## src/rtl/can_rx_destuff.sv

```systemverilog
// CAN receive front end: synchronises the RX pin, raises the hard-sync
// pulse for the bit timing logic, samples the bus on each sample point,
// detects SOF, removes stuff bits, flags stuff errors and integrates
// bus-idle. Delivers one destuffed bit per bit time to the frame decoder.
module can_rx_destuff #(
  parameter int SYNC_STAGES = 2,
  parameter int IDLE_BITS   = 11,
  parameter int STUFF_LEN   = 5
) (
  input  logic clk,
  input  logic rst,
  input  logic can_rx,
  input  logic sample_point,
  input  logic destuff_en,
  output logic rx_sync_edge,
  output logic bus_idle,
  output logic bit_valid,
  output logic bit_data,
  output logic sof,
  output logic stuff_err
);

  localparam int REC_W = $clog2(IDLE_BITS + 1);
  localparam int RUN_W = $clog2(STUFF_LEN + 1);
  localparam logic [REC_W-1:0] REC_MAX = REC_W'(IDLE_BITS);
  localparam logic [RUN_W-1:0] RUN_MAX = RUN_W'(STUFF_LEN);
  localparam logic [RUN_W-1:0] RUN_ONE = RUN_W'(1);

  typedef enum logic [1:0] {
    ST_INTEGRATE,
    ST_IDLE,
    ST_RECEIVE
  } state_t;

  logic [SYNC_STAGES-1:0] sync_q;
  logic                   rx_s;
  logic                   rx_d;
  state_t                 state;
  logic [REC_W-1:0]       rec_cnt;
  logic [RUN_W-1:0]       run_cnt;
  logic                   last_bit;
  logic [REC_W-1:0]       rec_nx;

  // Recessive-run count after one more sample; saturates at IDLE_BITS.
  function automatic logic [REC_W-1:0] rec_next(input logic [REC_W-1:0] cnt,
                                                input logic             smp);
    if (!smp)
      return '0;
    if (cnt == REC_MAX)
      return cnt;
    return cnt + 1'b1;
  endfunction

  // Identical-bit run length after one more emitted bit. A zero count means
  // counting was suspended (unstuffed region), so the bit starts a new run.
  function automatic logic [RUN_W-1:0] run_next(input logic [RUN_W-1:0] cnt,
                                                input logic             smp,
                                                input logic             last);
    if ((cnt == '0) || (smp != last))
      return RUN_ONE;
    if (cnt == RUN_MAX)
      return cnt;
    return cnt + 1'b1;
  endfunction

  assign rx_s   = sync_q[SYNC_STAGES-1];
  assign rec_nx = rec_next(rec_cnt, rx_s);

  // Metastability synchroniser for the raw pin plus a one-clk delayed copy.
  always_ff @(posedge clk or posedge rst) begin
    if (rst) begin
      sync_q <= '1;
      rx_d   <= 1'b1;
    end else begin
      sync_q <= {sync_q[SYNC_STAGES-2:0], can_rx};
      rx_d   <= rx_s;
    end
  end

  // Hard-sync pulse on a recessive-to-dominant edge while the bus is idle.
  always_ff @(posedge clk or posedge rst) begin
    if (rst)
      rx_sync_edge <= 1'b0;
    else
      rx_sync_edge <= (state == ST_IDLE) && rx_d && !rx_s;
  end

  // Bit-level state machine; advances only on sample_point, outputs registered.
  always_ff @(posedge clk or posedge rst) begin
    if (rst) begin
      state     <= ST_INTEGRATE;
      rec_cnt   <= '0;
      run_cnt   <= '0;
      last_bit  <= 1'b1;
      bus_idle  <= 1'b0;
      bit_valid <= 1'b0;
      bit_data  <= 1'b1;
      sof       <= 1'b0;
      stuff_err <= 1'b0;
    end else begin
      bit_valid <= 1'b0;
      sof       <= 1'b0;
      stuff_err <= 1'b0;
      if (sample_point) begin
        case (state)
          ST_INTEGRATE: begin
            rec_cnt <= rec_nx;
            run_cnt <= '0;
            if (rec_nx == REC_MAX) begin
              state    <= ST_IDLE;
              bus_idle <= 1'b1;
            end
          end

          ST_IDLE: begin
            // A recessive sample here is a glitch-triggered sync; ignore it.
            if (!rx_s) begin
              bit_valid <= 1'b1;
              bit_data  <= 1'b0;
              sof       <= 1'b1;
              last_bit  <= 1'b0;
              run_cnt   <= RUN_ONE;
              rec_cnt   <= '0;
              bus_idle  <= 1'b0;
              state     <= ST_RECEIVE;
            end
          end

          ST_RECEIVE: begin
            if (destuff_en) begin
              rec_cnt <= rec_nx;
              if (run_cnt == RUN_MAX) begin
                // This sample is the stuff bit: it must invert the run.
                if (rx_s != last_bit) begin
                  run_cnt  <= RUN_ONE;
                  last_bit <= rx_s;
                end else begin
                  stuff_err <= 1'b1;
                  run_cnt   <= '0;
                  rec_cnt   <= '0;
                  state     <= ST_INTEGRATE;
                end
              end else begin
                bit_valid <= 1'b1;
                bit_data  <= rx_s;
                run_cnt   <= run_next(run_cnt, rx_s, last_bit);
                last_bit  <= rx_s;
              end
            end else begin
              // Unstuffed tail: pass every bit, watch for end-of-frame idle.
              bit_valid <= 1'b1;
              bit_data  <= rx_s;
              run_cnt   <= '0;
              last_bit  <= rx_s;
              rec_cnt   <= rec_nx;
              if (rec_nx == REC_MAX) begin
                state    <= ST_IDLE;
                bus_idle <= 1'b1;
              end
            end
          end

          default: begin
            state   <= ST_INTEGRATE;
            rec_cnt <= '0;
            run_cnt <= '0;
          end
        endcase
      end
    end
  end

endmodule

```

## config.mk

```make
export PLATFORM = sky130hd
export DESIGN_NAME = can_rx_destuff
export DESIGN_NICKNAME = d
export VERILOG_FILES = /design/src/rtl/can_rx_destuff.sv
export SDC_FILE = /design/constraint.sdc
export NUM_CORES = 1
export LEC_CHECK = 0
export CAP_MARGIN = 20
export CORE_ASPECT_RATIO = 1.4
export CORE_MARGIN = 2
export CORE_UTILIZATION = 35
export DETAILED_ROUTE_END_ITERATION = 8
export PLACE_DENSITY = 0.59
export SLEW_MARGIN = 40
export SYNTH_ARGS = -nofsm -noshare
export SYNTH_HDL_FRONTEND = slang
export SYNTH_SLANG_ARGS = --single-unit
```

## constraint.sdc

```tcl
create_clock -name clk -period 1.9 [get_ports clk]
set_clock_uncertainty 0.05 [all_clocks]
set_input_delay 0.19 -clock clk [delete_from_list [all_inputs] [get_ports clk]]
set_output_delay 0.19 -clock clk [all_outputs]
set_load 0.02 [all_outputs]
```

==> results by group, run 1 <==
Logic synthesis
  – Synth Flop Type: sky130_fd_sc_hd__dfrtp_1
  – Largest area contributor in the netlist: sky130_fd_sc_hd__dfrtp_1
  – Netlist cell types: 39
  – Number of nets in the synthesized netlist: 119
  – Sequential-to-total area share from yosys stat: 44.61%
  – Number of cells produced by synthesis: 106
  – Leading cell type by number of instances after synthesis: sky130_fd_sc_hd__dfrtp_1
  – Flip-flop and latch count after synthesis: 19
  – Post-Synthesis Cell Area: 0.001080 mm^2
  – Post-synth top area share: 32.44%
  – Top cells by area, synth: sky130_fd_sc_hd__dfrtp_1, sky130_fd_sc_hd__dfstp_2, sky130_fd_sc_hd__ha_1
  – Count of flip-flops with a built-in enable after synthesis: 0
  – Synthesis Warnings: 0
  – Synthesized area divided by synthesized cell count: 10.19 um^2
  – Share of flip-flops with an asynchronous set or reset after synthesis: 100.0%
  – Commonest cells in the synthesized netlist: sky130_fd_sc_hd__dfrtp_1, sky130_fd_sc_hd__nand2_1, sky130_fd_sc_hd__inv_1

Finish
  – Share of post-route cells with drive strength above 1: 25.58%
  – Number of filler instances in the final layout: 277
  – Total number of nets in the final design: 143
  – Final core occ: 47.22%
  – Footprint of the multi-input gates: 574.3 um^2
  – Sequential cell area: 481.7 um^2
  – Inserted Diodes: 0
  – Area growth from synthesis to final layout: 27.12%

Clock network
  – Clock-pin slew of the registers on the worst-case setup and hold paths: 70 ps
  – Clock tree from TritonCTS: yes
  – Clock latency on the worst-skew pair: 260 ps
  – Total CTS buffers: 3
  – Clock sink count: 19
  – Clock Path Buffers: 2
  – Cell at the root of the clock tree: sky130_fd_sc_hd__clkbuf_8
  – H-tree level count: 1

Timing
  – F_max: 555.4 MHz
  – Number of hold violations in the final report: 0
  – Fin crit period: 1801 ps
  – Final setup TNS: 0 ps
  – Transition at the pin with the smallest max-transition slack: 271.2 ps
  – Total setup violations reported at the end of the flow: 0
  – RSZ-0062 raised after global routing: no
  – Final count of pins violating max slew: 0
  – Ratio of final minimum period to clock period: 94.77%
  – Relative slew margins: 81.66%

Route
  – Final wirelength: 2282 um
  – Post-route DRC: 0
  – Count of vias placed by the detailed router: 883
  – Post-DR vias/cell: 5.319
  – Detailed Routing Iterations Pass 1: 4
  – Per-cell routed wire length: 13.75 um
  – Violation count after the first detailed-route iteration: 13
  – Number of nets with antenna violations after routing: 0

Die
  – Top-Level Pins: 11
  – Starting utilization of the core area: 37.15%
  – Floorplan row count: 23
  – Die Outline Area: 0.003552 mm^2
  – Core ar.: 0.002907 mm^2
  – Y dimension of the die: 69.72 um
  – Floorplan die width: 50.94 um

Global routing
  – Largest net degree at the start of global routing: 20
  – First-pass GRT wire length: 3960 um
  – Sum of overflow across all layers after global routing: 0
  – Global router's overall resource usage: 14.73%
  – Number of global-route vias before repair: 883
  – Number of antenna violations at the first check in global routing: 0

Worst setup path
  – Critical path data required time: 2000 ps
  – Sort of element at the start of the critical path: flop
  – Path depth of the worst reg2reg path: 5
  – Ordered cell list for the critical path: ha_4, or4b_4, a31oi_4, o311ai_1, a22o_1
  – Critical-path top delay cell: sky130_fd_sc_hd__or4b_4
  – Worst Path Class, Setup: reg -> reg
  – Largest stage delay on the critical path: 470 ps
  – Minimum setup slack among reg-to-reg paths: 100 ps
  – Crit end category: flop
  – Data arrival time of the worst path: 1900 ps
  – Largest fanout of any net on the critical path: 3

Place
  – Routability congestion estimate: 0.7722
  – Port buffer count: 10
  – Final HPWL from detailed placement: 1719 um

Job
  – Max-cap viol count: 0

Power and ir drop
  – Cell area power density: 1115 mW/mm^2
  – Static power due to leakage: 0.6086 nW
  – Maximum VDD drop: 0.6809 mV

Worst hold path
  – Min-Delay Path Class: in -> async

Run status
  – Result of the run: finished, final reports clean
-- registers in the layout (all words and copies together) (netlist names), 2 cells and up --
signal / cells
rec_cnt: 4
run_cnt: 3
state: 2
sync_q: 2
-- critical path, delay by kind of cell (launching register included) --
family | cells | cell delay [ps]
simple gates | 1 | 470
fa+ha+maj | 1 | 290
flops | 1 | 410
compound gates | 3 | 480
-- per-stage QoR --
step	hold WS [ps]	cell area, um^2	power (mW)	setup WS [ps]	std cells
5_1_grt	243.2	1373	1.640	2.701	166
3_3_place_gp	296.9	1282	1.137	87.58	160
3_5_place_dp	301.6	1282	1.160	37.29	160
2_1_floorplan	87.43	1080	0.9434	31.22	106
4_1_cts	210.5	1329	1.457	24.07	164
6_report	203.6	1373	1.530	99.42	166
-- where the power goes --
group	switching [mW]	internal, mW
sequential	0.0684	0.493
clock	0.142	0.146
combinational	0.327	0.353
-- routing by layer --
metal	vias up	track usage (%)	routed length, um
met5	-	0	0
met4	0	9.009	57
met3	5	1.940	79
met2	20	24.24	1210
met1	426	17.62	935
li1	432	-	-
-- path summary, 6_finish.rpt --
path | start | end
max | rec_cnt[1] | state[1]
min | rst | rec_cnt[2]
max reg2reg | rec_cnt[1] | state[1]
min reg2reg | sync_q[0] | sync_q[1]
max in group asynchronous | rst | bit_data
min in group clk | can_rx | sync_q[0]
-- cells by family (layout without fill, tap and decap cells) --
| kind of cell | after synthesis | in the layout | synth area share (%) |
|---|---|---|---|
| simple gates | 35 | 35 | 19.00 |
| compound gates | 30 | 30 | 19.70 |
| flops | 19 | 19 | 44.61 |
| buf+inv | 12 | 35 | 4.866 |
| fa+ha+maj | 8 | 8 | 9.270 |
| xor+xnor | 1 | 1 | 1.507 |
| mux | 1 | 1 | 1.043 |
-- cell usage in the layout (no fill, tap or decap), types with 2 or more instances in the layout --
master and n:
sky130_fd_sc_hd__ha_1 7, sky130_fd_sc_hd__a21bo_2 2, sky130_fd_sc_hd__nand3_1 4, sky130_fd_sc_hd__nand4b_1 2, sky130_fd_sc_hd__a21oi_1 6, sky130_fd_sc_hd__nor3_1 4
sky130_fd_sc_hd__nand3b_1 2, sky130_fd_sc_hd__buf_4 12, sky130_fd_sc_hd__clkbuf_8 3, sky130_fd_sc_hd__clkdlybuf4s50_1 10, sky130_fd_sc_hd__nand2_1 10, sky130_fd_sc_hd__nor2b_1 2
sky130_fd_sc_hd__and3_1 2, sky130_fd_sc_hd__nor2_1 2, sky130_fd_sc_hd__dfrtp_1 14, sky130_fd_sc_hd__dfstp_2 5, sky130_fd_sc_hd__o21ai_1 4, sky130_fd_sc_hd__a22o_1 2
sky130_fd_sc_hd__and4b_1 2, sky130_fd_sc_hd__inv_1 9, sky130_fd_sc_hd__o21ai_0 3
-- cell type report --
class / instances / area share [%]
multi-input cells: 75 / 41.84
flip-flops and latches: 19 / 35.10
repair buffers: 22 / 13.86
well taps: 37 / 3.373
clock buffers: 3 / 3.008
inverters: 9 / 2.461
clock inverters: 1 / 0.3646
-- repair_timing --
| action | 4_1_cts | 5_1_grt |
|---|---|---|
| buffers inserted | 0 | 2 |
| hold buffers | 0 | 0 |
| setup endpoints to repair | 0 | 6 |
| resized for setup | 0 | 4 |
Note: power is estimated with default switching activity, not from simulation.
==> run 2: changes to the inputs <==
CORE_MARGIN = default   (was 2)
CORE_UTILIZATION = 49   (was 35)
MAX_ROUTING_LAYER = met4   (was default)
PLACE_DENSITY = 0.77   (was 0.59)
==> run 2 against run 1 <==
- first-iteration DRC count down 7.7%
- count of clock-buffer cells in the layout up 1
- sequential power up 0.9%
- power down 6.1%
- maximum frequency down 3.0%
- combinational power about the same
- sequential share of layout area up 1.2 points
- wire length down 5.2%
- global-route usage up 5.3 points
- register-to-register slack worse by 60 ps
==> results by group, run 2 (synthesized netlist as in run 1, its figures left out) <==
Place
  – Port buffer count: 10 (unchanged)
  – Routability congestion estimate: 0.8150 (+5.5%)
  – Worst Setup Slack post-DPL: 14.94 ps (-22.35 ps)
  – Final HPWL from detailed placement: 1624 um (-5.5%)

Finish
  – Most frequent cells in the layout: sky130_fd_sc_hd__dfrtp_1, sky130_fd_sc_hd__buf_4, sky130_fd_sc_hd__nand2_1, sky130_fd_sc_hd__clkdlybuf4s50_1, sky130_fd_sc_hd__inv_1
  – Area growth from synthesis to final layout: 23.06%
  – Inserted Diodes: 0 (unchanged)
  – Flip-flop count of the largest register after layout: 4 (unchanged)
  – Total number of nets in the final design: 142 (-0.70%)
  – Top Registers: rec_cnt: 4 flops, run_cnt: 3 flops
  – Share of post-route cells with drive strength above 1: 25.00% (-0.58 points)
  – Register containing the most flip-flops in the final layout: rec_cnt
  – Most frequent standard cell in the layout excluding fill and tap cells: sky130_fd_sc_hd__dfrtp_1
  – Final core occ: 65.76% (+19 points)
  – Number of filler instances in the final layout: 167 (-40%)

Power and ir drop
  – Maximum VDD drop: 0.6414 mV (-5.8%)
  – Cell area power density: 1082 mW/mm^2 (-3.0%)
  – Total power: 1.437 mW (-6.1%)
  – Static power due to leakage: 0.5938 nW (-2.4%)

Die
  – Floorplan row count: 19 (-17%)
  – Y dimension of the die: 57.55 um (-17%)
  – Top-Level Pins: 11 (unchanged)
  – Core ar.: 0.002021 mm^2 (-30%)
  – Starting utilization of the core area: 53.44% (+16 points)
  – Die Outline Area: 0.002398 mm^2 (-32%)
  – Floorplan die width: 41.68 um (-18%)

Worst setup path
  – Crit end category: flop
  – Worst Path Class, Setup: reg -> reg
  – Largest fanout of any net on the critical path: 3 (unchanged)
  – Largest stage delay on the critical path: 470 ps (about the same)
  – Critical path data required time: 2040 ps (+40 ps)
  – Worst Path Buf+Inv: 0 (unchanged)
  – Sort of element at the start of the critical path: flop
  – Critical-path top delay cell: sky130_fd_sc_hd__or4b_4
  – Data arrival time of the worst path: 1990 ps (+90 ps)
  – Family with the most delay on the worst path: compound AO/OA/AOI/OAI gates
  – Ordered cell list for the critical path: ha_4, or4b_4, a31oi_4, o311ai_1, a22o_1

Timing
  – Post-layout worst setup margin: 44.27 ps (-55.15 ps)
  – Total setup violations reported at the end of the flow: 0 (unchanged)
  – Transition at the pin with the smallest max-transition slack: 311.0 ps (+39.81 ps)
  – Number of hold violations in the final report: 0 (unchanged)
  – Relative slew margins: 79.14% (-2.5 points)
  – Final worst hold slack: 167.9 ps (-35.69 ps)
  – Ratio of final minimum period to clock period: 97.67% (+2.9 points)
  – F_max: 538.9 MHz (-3.0%)
  – Final count of pins violating max slew: 0 (unchanged)
  – Fin crit period: 1856 ps (+55.15 ps)
  – Final setup TNS: 0 ps (unchanged)

Route
  – Count of vias placed by the detailed router: 860 (-2.6%)
  – Detailed Routing Iterations Pass 1: 4 (unchanged)
  – Post-route DRC: 0 (unchanged)
  – Post-DR vias/cell: 5.772 (+8.5%)
  – Violation count after the first detailed-route iteration: 12 (-1)
  – Per-cell routed wire length: 14.52 um (+5.6%)
  – Number of nets with antenna violations after routing: 0 (unchanged)
  – Final wirelength: 2164 um (-5.2%)

Clock network
  – Total CTS buffers: 3 (unchanged)
  – H-tree level count: 1 (unchanged)
  – Clock Path Buffers: 2 (unchanged)
  – Clock latency on the worst-skew pair: 280 ps (+20 ps)
  – Clock-pin slew of the registers on the worst-case setup and hold paths: 100 ps (+30 ps)
  – Cell at the root of the clock tree: sky130_fd_sc_hd__clkbuf_4
  – Clock sink count: 19 (unchanged)
  – Clock tree from TritonCTS: yes

Global routing
  – Number of antenna violations at the first check in global routing: 0 (unchanged)
  – Global router's overall resource usage: 20.04% (+5.3 points)
  – Sum of overflow across all layers after global routing: 0 (unchanged)
  – First-pass GRT wire length: 3588 um (-9.4%)
  – Number of global-route vias before repair: 841 (-4.8%)
  – Largest net degree at the start of global routing: 20 (unchanged)

Run status
  – Result of the run: finished, final reports clean

Job
  – Max-cap viol count: 0 (unchanged)

Worst hold path
  – Min-Delay Path Class: in -> async
[run 2: worst min-delay path, delay by kind of cell]
| family | cells | cell delay [ps] |
|---|---|---|
| buffers and inverters | 3 | 700 |
[run 2: path summary, 6_finish.rpt]
kind / from / endpoint / slack, ps / depth (start not counted)
min in group clk: can_rx / sync_q[0] / 260 / 1
hold / removal: rst / rec_cnt[1] / 170 / 3
setup / recovery: rec_cnt[0] / state[1] / 40 / 5
setup reg to reg: rec_cnt[0] / state[1] / 40 / 5
max in group asynchronous: rst / bit_data / 1360 / 3
hold reg to reg: sync_q[0] / sync_q[1] / 310 / 0
[run 2: routing by layer]
layer	vias up	part of all wire [%]	track usage [%]
li1	429	-	-
met1	420	39	22.02
met2	9	58	35.49
met3	2	1.4	2.215
met4	0	1.1	9.677
met5	-	0	-
[run 2: area by class of cell]
type,count,area [um^2],area share [%]
Sequential cell,19,481.7,36.25
Clock buffer,4,26.28,1.977
Inverter,9,33.78,2.542
Timing Repair Buffer,21,182.7,13.75
Multi-Input combinational cell,75,578.1,43.50
Tap cell,21,26.28,1.977
[run 2: metrics by stage]
| stage | instances | cell area [um^2] |
|---|---|---|
| 2_1_floorplan | 106 | 1080 |
| 3_3_place_gp | 143 | 1255 |
| 3_5_place_dp | 143 | 1255 |
| 4_1_cts | 147 | 1281 |
| 5_1_grt | 149 | 1329 |
| 6_report | 149 | 1329 |
[run 2: power by group]
| part | total [mW] | switching, mW | internal (mW) |
|---|---|---|---|
| clock network | 0.193 | 0.112 | 0.0813 |
| registers | 0.567 | 0.0745 | 0.493 |
| logic | 0.677 | 0.328 | 0.349 |
| total | 1.44 | 0.514 | 0.923 |
[run 2: what timing repair did]
action                     CTS  global route
setup buffers                0             2
pin swaps                    1             1
setup endpoints to repair    1             3
gates resized for setup      0             5
hold buffers                 0             0
